<file path="src/rtl/rssi_tune_scanner.sv">
// Channel sweep controller: retunes, settles, discards and averages RSSI window
// sums per channel, then publishes the strongest channel and a lock flag.
//
// state   | meaning
// IDLE    | waiting for start; published results held
// TUNE    | channel just changed, accumulator gated off while it settles
// DISCARD | dropping the first window sums after settle
// ACCUM   | summing 2^AVG_LOG2 window sums for the current channel
// COMPARE | fold channel sum into working best, advance channel
// DONE    | publish working best to outputs
module rssi_tune_scanner #(
  parameter int NUM_CH     = 8,
  parameter int CH_W       = 3,
  parameter int SUM_W      = 27,
  parameter int SETTLE_CYC = 16,
  parameter int N_DISCARD  = 1,
  parameter int AVG_LOG2   = 2
) (
  input  logic                      clk,
  input  logic                      rstn,
  input  logic                      start,
  input  logic                      abort,
  input  logic [SUM_W+AVG_LOG2-1:0] threshold,
  input  logic [SUM_W-1:0]          sum_in,
  input  logic                      sum_valid,
  output logic [CH_W-1:0]           channel,
  output logic                      rssi_en,
  output logic                      busy,
  output logic                      done,
  output logic [CH_W-1:0]           best_ch,
  output logic [SUM_W+AVG_LOG2-1:0] best_sum,
  output logic                      locked
);

  localparam int ACC_W = SUM_W + AVG_LOG2;
  localparam int N_AVG = 1 << AVG_LOG2;
  localparam int CNT_W = $clog2(SETTLE_CYC + N_AVG + 4);
  localparam logic [CNT_W-1:0] SETTLE_LD = CNT_W'(SETTLE_CYC - 1);
  localparam logic [CNT_W-1:0] DISC_LD   = CNT_W'((N_DISCARD > 0) ? N_DISCARD - 1 : 0);
  localparam logic [CNT_W-1:0] AVG_LD    = CNT_W'(N_AVG - 1);
  localparam logic [CH_W-1:0]  LAST_CH   = CH_W'(NUM_CH - 1);

  typedef enum logic [2:0] {
    S_IDLE, S_TUNE, S_DISCARD, S_ACCUM, S_COMPARE, S_DONE
  } state_t;

  state_t           state, state_d;
  logic [CNT_W-1:0] cnt, cnt_d;
  logic [ACC_W-1:0] acc, acc_d, wbest_sum, wbest_sum_d, best_sum_d;
  logic [CH_W-1:0]  wbest_ch, wbest_ch_d, channel_d, best_ch_d;
  logic             first, first_d, rssi_en_d, busy_d, done_d, locked_d;

  always_ff @(posedge clk) begin
    if (!rstn) begin
      state     <= S_IDLE;
      cnt       <= '0;
      acc       <= '0;
      wbest_sum <= '0;
      wbest_ch  <= '0;
      first     <= 1'b0;
      channel   <= '0;
      rssi_en   <= 1'b0;
      busy      <= 1'b0;
      done      <= 1'b0;
      best_ch   <= '0;
      best_sum  <= '0;
      locked    <= 1'b0;
    end else begin
      state     <= state_d;
      cnt       <= cnt_d;
      acc       <= acc_d;
      wbest_sum <= wbest_sum_d;
      wbest_ch  <= wbest_ch_d;
      first     <= first_d;
      channel   <= channel_d;
      rssi_en   <= rssi_en_d;
      busy      <= busy_d;
      done      <= done_d;
      best_ch   <= best_ch_d;
      best_sum  <= best_sum_d;
      locked    <= locked_d;
    end
  end

  always_comb begin
    state_d     = state;
    cnt_d       = cnt;
    acc_d       = acc;
    wbest_sum_d = wbest_sum;
    wbest_ch_d  = wbest_ch;
    first_d     = first;
    channel_d   = channel;
    best_ch_d   = best_ch;
    best_sum_d  = best_sum;
    locked_d    = locked;
    done_d      = 1'b0;

    case (state)
      S_IDLE: begin
        if (start) begin
          state_d     = S_TUNE;
          channel_d   = '0;
          cnt_d       = SETTLE_LD;
          acc_d       = '0;
          wbest_sum_d = '0;
          wbest_ch_d  = '0;
          first_d     = 1'b1;
        end
      end
      S_TUNE: begin
        if (cnt == '0) begin
          if (N_DISCARD == 0) begin
            state_d = S_ACCUM;
            cnt_d   = AVG_LD;
          end else begin
            state_d = S_DISCARD;
            cnt_d   = DISC_LD;
          end
        end else begin
          cnt_d = cnt - 1'b1;
        end
      end
      S_DISCARD: begin
        if (sum_valid) begin
          if (cnt == '0) begin
            state_d = S_ACCUM;
            cnt_d   = AVG_LD;
          end else begin
            cnt_d = cnt - 1'b1;
          end
        end
      end
      S_ACCUM: begin
        if (sum_valid) begin
          acc_d = acc + ACC_W'(sum_in);
          if (cnt == '0) state_d = S_COMPARE;
          else           cnt_d   = cnt - 1'b1;
        end
      end
      S_COMPARE: begin
        // strict > so a tie keeps the lower-numbered channel
        if (first || (acc > wbest_sum)) begin
          wbest_sum_d = acc;
          wbest_ch_d  = channel;
        end
        first_d = 1'b0;
        acc_d   = '0;
        if (channel == LAST_CH) begin
          state_d = S_DONE;
        end else begin
          state_d   = S_TUNE;
          channel_d = channel + 1'b1;
          cnt_d     = SETTLE_LD;
        end
      end
      S_DONE: begin
        state_d    = S_IDLE;
        best_ch_d  = wbest_ch;
        best_sum_d = wbest_sum;
        locked_d   = (wbest_sum >= threshold);
        done_d     = 1'b1;
      end
      default: state_d = S_IDLE;
    endcase

    // abort wins over everything, including a start in the same cycle
    if (abort) begin
      state_d    = S_IDLE;
      done_d     = 1'b0;
      best_ch_d  = best_ch;
      best_sum_d = best_sum;
      locked_d   = locked;
    end

    busy_d    = state_d inside {S_TUNE, S_DISCARD, S_ACCUM, S_COMPARE};
    rssi_en_d = state_d inside {S_DISCARD, S_ACCUM};
  end

endmodule

</file>
<file path="config.mk">
export PLATFORM = sky130hd
export DESIGN_NAME = rssi_tune_scanner
export DESIGN_NICKNAME = d
export VERILOG_FILES = /design/src/rtl/rssi_tune_scanner.sv
export SDC_FILE = /design/constraint.sdc
export NUM_CORES = 1
export LEC_CHECK = 0
export BUFFER_PORTS_ARGS = -buffer_cell sky130_fd_sc_hd__buf_4
export CORE_ASPECT_RATIO = 0.7
export CORE_UTILIZATION = 55
export CTS_CLUSTER_SIZE = 8
export DETAILED_ROUTE_END_ITERATION = 8
export PLACE_DENSITY = 0.77
export SYNTH_ARGS = -nofsm -noshare
export SYNTH_HDL_FRONTEND = slang
export SYNTH_SLANG_ARGS = --single-unit
</file>
<file path="constraint.sdc">
create_clock -name clk -period 3.48 [get_ports clk]
set_clock_uncertainty 0.05 [all_clocks]
set_input_delay 0.696 -clock clk [delete_from_list [all_inputs] [get_ports clk]]
set_output_delay 0.696 -clock clk [all_outputs]
set_load 0.01 [all_outputs]
</file>
==> results of run 1 <==
-- worst paths after layout --
path                            cells past startpoint      endpoint
worst min-delay path                                2  best_sum[21]
worst max register to register                      9  wbest_sum[6]
worst max-delay path                                9  wbest_sum[6]
worst min register to register                      2  best_sum[21]
-- cell families (layout without fill, tap and decap cells) --
group / count (synthesis) / after routing / share of synthesized area
compound gates: 213 / 213 / 0.1941
xor+xnor: 18 / 18 / 0.02172
fa+ha+maj: 90 / 90 / 0.1562
buf+inv: 116 / 200 / 0.06259
flops: 109 / 109 / 0.3007
mux: 35 / 35 / 0.04828
simple gates: 331 / 331 / 0.2164
-- report_power, final --
part / leakage (uW) / total [uW] / switching [uW] / internal [uW]
Combinational: 0.00279 / 258 / 136 / 121
Clock: 0.000164 / 1140 / 494 / 644
Sequential: 0.000879 / 1260 / 7.95 / 1250
-- cells in the mapped netlist, drive strengths merged, types with 12 or more instances --
cell / number
a21boi: 35
a21o: 25
a21oi: 50
a22oi: 13
clkbuf: 35
dfxtp: 109
ha: 89
inv: 73
mux2i: 35
nand2: 179
nand3: 14
nand4: 22
nor2: 33
nor2b: 26
o21ai: 44
xnor2: 12
-- state kept, by name, indices dropped and copies added (netlist names) --
| signal | count |
|---|---|
| channel | 3 |
| wbest_sum | 29 |
| rssi_en | 1 |
| locked | 1 |
| cnt | 5 |
| done | 1 |
| wbest_ch | 3 |
| best_sum | 29 |
| best_ch | 3 |
| busy | 1 |
| acc | 29 |
| first | 1 |
| state | 3 |
-- per-stage QoR --
stage | power (uW) | setup WS (ns)
floorplan | 1451 | 0.7678
finish | 2657 | 0.6136
CTS | 2673 | 0.6106
global placement | 1543 | 0.5019
detailed placement | 1545 | 0.4166
global route | 2757 | 0.4226
-- layer usage --
| layer | up-vias | share of wire | GRT usage | routed length [um] |
|---|---|---|---|---|
| met3 | 16 | 0.10 | 0.06866 | 1836 |
| li1 | 3336 | - | - | - |
| met2 | 270 | 0.37 | 0.3719 | 6789 |
| met1 | 2918 | 0.52 | 0.4285 | 9375 |
| met5 | - | 0 | 0 | 0 |
| met4 | 0 | 0.0093 | 0.06068 | 169 |
-- critical path, stage by stage, from the launching register on --
cell and delay [ns]:
dfxtp_1 0.43, inv_1 0.07, ha_1 0.29, nand4_1 0.11, or2_2 0.31, nor2_1 0.17
nand2_1 0.07, o21ai_1 0.12, and3b_2 0.86, mux2i_1 0.30
-- final cells by class --
cell class / count / area, sq um
Clock buffer: 9 / 225.2
Clock inverter: 7 / 105.1
Fill cell: 1097 / 4185
Inverter: 73 / 274.0
Multi-Input combinational cell: 687 / 4627
Sequential cell: 109 / 2182
Tap cell: 162 / 202.7
Timing Repair Buffer: 111 / 833.3
==> qor.csv, run 1 <==
stage;metric;value;unit
synthesis;synth_nets;1063;
timing;setup_viol;0;
pwr;ir_drop;0.2667;mV
drt;drt_pre_antenna_iters;5;
floorplanning;core;12630;sq um
cts;clk_path_buf_depth;2;
layout;nets;1142;
synthesis;yosysSeqAreaShare;0.3007;
synthesis;synth_edf_count;0;
timing;tightest_slew;0.9789;ns
timing;finalCritPeriodShare;0.8237;
worst_setup_path;rr_startpoint;wbest_sum[27];
cts;cts_inserted_buffers;9;
drt;viasPerCell;5.648;
cts;postCtsHoldBufs;0;
grt;grt_pass1_wl;29.91;mm
synthesis;synth_area;7257;sq um
worst_setup_path;crit_start;wbest_sum[27];
synthesis;yosysWarnings;0;
timing;tns;0;ns
job;maxCapViolations;0;
cts;root_buffer;clkbuf_16;
worst_setup_path;r2r_slack;0.61;ns
drt;drt_iter0_markers;343;
floorplanning;fp.dieW;139.3;um
grt;first_global_vias;5922;
grt;gr-total-overflow;0;
hold_path;hold_class;flip-flop to flip-flop;
cts;post-cts-setup-buffers;0;
layout;final_common_cell;nand2_1;
worst_setup_path;cp-start-kind;flip-flop;
cts;clk_latency;0.35;ns
layout;final_cells;1158;
synthesis;async_flop_share;0;
drt;wl_per_cell;15.69;um
worst_setup_path;crit_type;flip-flop to flip-flop;
floorplanning;die_y;98.11;um
synthesis;yosysTopAreaCellShare;0.3007;
synthesis;synth_top_flop_cell;dfxtp_1;
cts;path_clk_slew;0.08;ns
floorplanning;rows;34;
layout;most-common-layout-cells;179 x nand2_1, 111 x buf_4, 109 x dfxtp_1;
layout;utilization;0.6687;
timing;slew_violations;0;
synthesis;netlist_instances;912;
layout;drive_gt1_frac;0.1446;
pwr;leakage;0.003834;uW
timing;fmax;0.3489;GHz
cts;h-tree-depth;3;
pwr;powerDensity;314.4;nW/um^2
hold_path;hp-start;best_sum[21];
cts;cts.sinks;109;
worst_setup_path;cp.arrival;3.08;ns
drt;routed_wl;18.17;mm
floorplanning;io_pins;100;
place;place_area;8119;sq um
layout;n_antenna_cell;0;
cts;cts_tree;done;
drt;antenna_left;0;
grt;grt_max_degree;47;
grt;antenna_found_initial;0;
floorplanning;die_area;13670;sq um
place;hpwl;14.12;mm
place;gp_congestion;0.9112;
drt;route.detailed.drc;0;
timing;rsz0062_at_grt;false;
synthesis;ys_ff_latch;109;
synthesis;yosysUniqueCellTypes;71;
layout;final_area;8449;sq um
place;io_buffers;99;
worst_setup_path;endpoint_kind;flip-flop;
synthesis;synth_top_area_cell;dfxtp_1;
timing;slew_headroom;0.3474;
layout;area_growth;16.43;%
status;outcome;complete, no violations;
cts;ctsResizeCount;0;
grt;track_usage;0.2755;
synthesis;synth_area_leaders;dfxtp_1 30%, ha_1 15%, nand2_1 9.3%;
synthesis;synth.avg_cell_area;7.957;sq um
timing;finalHoldViolCount;0;
timing;fin_crit;2.866;ns
place;place_inst;1142;
worst_setup_path;cp.required;3.70;ns
floorplanning;initial_core_util;0.5744;
drt;vias;6540;
timing;whs;0.4146;ns
worst_setup_path;crit_fanout;32;
Power figures use the tool's default switching activity.
==> run 2, diff against run 1 <==
Clock period 3.48 ns to 2.8 ns, I/O delays scaled along.
==> run 2 against run 1 <==
  * Sequential cell count unchanged
  * Sequential share of layout area down 0.78 points
  * Design area up 3.1%
  * Critical path depth up 1
  * Register-to-register slack worse by 0.43 ns
  * Sequential power up 25%
  * Critical path type unchanged
  * Wire length up 2.5%
==> qor.csv, run 2 (synthesis results as in run 1) <==
stage;metric;value;unit
floorplanning;core;12630;sq um
drt;vias;6710;
pwr;leakage;0.004010;uW
worst_setup_path;cp.required;3.02;ns
worst_setup_path;cp_slowest_cell;and3b_2;
floorplanning;die_y;98.11;um
cts;path_clk_slew;0.07;ns
layout;final_cells;1191;
status;outcome;complete, no violations;
worst_setup_path;crit_chain;inv_1 -> ha_1 -> nand4_1 -> or2_2 -> nor2_1 -> nand2_1 -> o21ai_1 -> and3b_2 -> buf_12 -> mux2i_1;
layout;most-common-layout-cells;179 x nand2_1, 143 x buf_4, 109 x dfxtp_1;
grt;grt_pass1_wl;29.94;mm
timing;rsz0062_at_grt;false;
drt;drt_iter0_markers;474;
grt;antenna_found_initial;0;
timing;finalCritPeriodShare;0.9362;
worst_setup_path;crit_fanout;22;
timing;slew_violations;0;
timing;tightest_slew;0.5037;ns
timing;finalHoldViolCount;0;
drt;drt_pre_antenna_iters;5;
timing;fmax;0.3815;GHz
cts;h-tree-depth;3;
cts;cts.sinks;109;
floorplanning;io_pins;100;
pwr;ir_drop;0.3164;mV
worst_setup_path;max_stage_delay;0.44;ns
cts;root_buffer;clkbuf_16;
cts;cts_tree;done;
drt;wl_per_cell;15.64;um
worst_setup_path;r2r_slack;0.18;ns
floorplanning;die_area;13670;sq um
hold_path;hold_class;flip-flop to flip-flop;
floorplanning;initial_core_util;0.5744;
worst_setup_path;cp.arrival;2.84;ns
pwr;powerDensity;379.0;nW/um^2
layout;reg_top3;acc: 29 flops, best_sum: 29 flops, wbest_sum: 29 flops;
worst_setup_path;rr_startpoint;wbest_sum[24];
grt;first_global_vias;5869;
layout;fill_cells;1050;
worst_setup_path;endpoint_kind;flip-flop;
grt;grt_max_degree;44;
place;hpwl;14.67;mm
cts;cts_inserted_buffers;9;
drt;routed_wl;18.63;mm
worst_setup_path;cp-start-kind;flip-flop;
hold_path;hp-start;best_sum[1];
timing;setup_viol;0;
layout;nets;1175;
grt;track_usage;0.2750;
layout;final_common_cell;nand2_1;
timing;whs;0.4163;ns
cts;clk_path_buf_depth;2;
layout;area_growth;20.03;%
floorplanning;fp.dieW;139.3;um
cts;clk_latency;0.34;ns
place;gp_congestion;0.8840;
drt;viasPerCell;5.634;
place;io_buffers;99;
grt;gr-total-overflow;0;
layout;drive_gt1_frac;0.1720;
worst_setup_path;crit_type;flip-flop to flip-flop;
floorplanning;rows;34;
drt;antenna_left;0;
hold_path;holdPathStages;2;
hold_path;holdPathEnd;best_sum[1];
drt;route.detailed.drc;0;
worst_setup_path;reg2regPathDepth;10;
place;place_inst;1175;
job;maxCapViolations;0;
layout;n_antenna_cell;0;
timing;slew_headroom;0.6634;
cts;postCtsHoldBufs;0;
worst_setup_path;r2r_end;wbest_ch[0];
timing;fin_crit;2.621;ns
## run 2: final cells by class
type	count	area (sq um)	share of cell area
flip-flops and latches	109	2182	0.2505
repair buffers	144	1094	0.1255
well taps	162	202.7	0.02327
clock buffers	10	239.0	0.02743
inverters	73	274.0	0.03146
clock inverters	6	92.59	0.01063
multi-input cells	687	4627	0.5312
## run 2: metrics by stage
stage / power, uW / utilization / cell area, sq um / setup TNS (ns) / setup WS [ns]
2_1_floorplan: 1803 / - / 7257 / 0 / 0.2238
3_3_place_gp: 1927 / 0.6632 / 8379 / -0.07558 / -0.07558
3_5_place_dp: 1931 / 0.6632 / 8379 / -0.1074 / -0.1074
4_1_cts: 3320 / 0.6894 / 8711 / 0 / 0.1550
5_1_grt: 3435 / 0.6894 / 8711 / 0 / 0.01057
6_report: 3301 / 0.6894 / 8711 / 0 / 0.1786
## run 2: power by group
part	switching (uW)	internal (uW)	total (uW)
logic	175	157	332
clock network	585	817	1400
registers	9.48	1560	1570
## run 2: per-layer routing
layer | vias to the layer above | routed length (um) | part of all wire | global-route usage
li1 | 3405 | - | - | -
met1 | 3033 | 9939 | 0.53 | 0.4323
met2 | 263 | 6926 | 0.37 | 0.3777
met3 | 9 | 1673 | 0.090 | 0.06523
met4 | 0 | 89 | 0.0048 | 0.03846
met5 | - | 0 | 0 | 0
## run 2: worst max-delay path, delay by kind of cell, from the launching register on
family / cells / cell delay, ns
mux: 1 / 0.22
fa+ha+maj: 1 / 0.30
buf+inv: 2 / 0.31
flops: 1 / 0.40
simple gates: 5 / 1.13
compound gates: 1 / 0.13
## run 2: worst max path at each step
stage             startpoint           to  slack [ns]
2_1_floorplan      sum_in[0]      acc[26]        0.22
3_3_place_gp       sum_in[0]      acc[26]       -0.08
3_5_place_dp       sum_in[0]      acc[26]       -0.11
4_1_cts        wbest_sum[24]  wbest_ch[0]        0.15
5_1_grt               acc[0]      acc[26]        0.01
6_report       wbest_sum[24]  wbest_ch[0]        0.18
## run 2: timing repair
item                       in CTS  in global routing
setup buffers                   0                  0
setup endpoints to repair       0                  2
gates resized for setup         0                  1
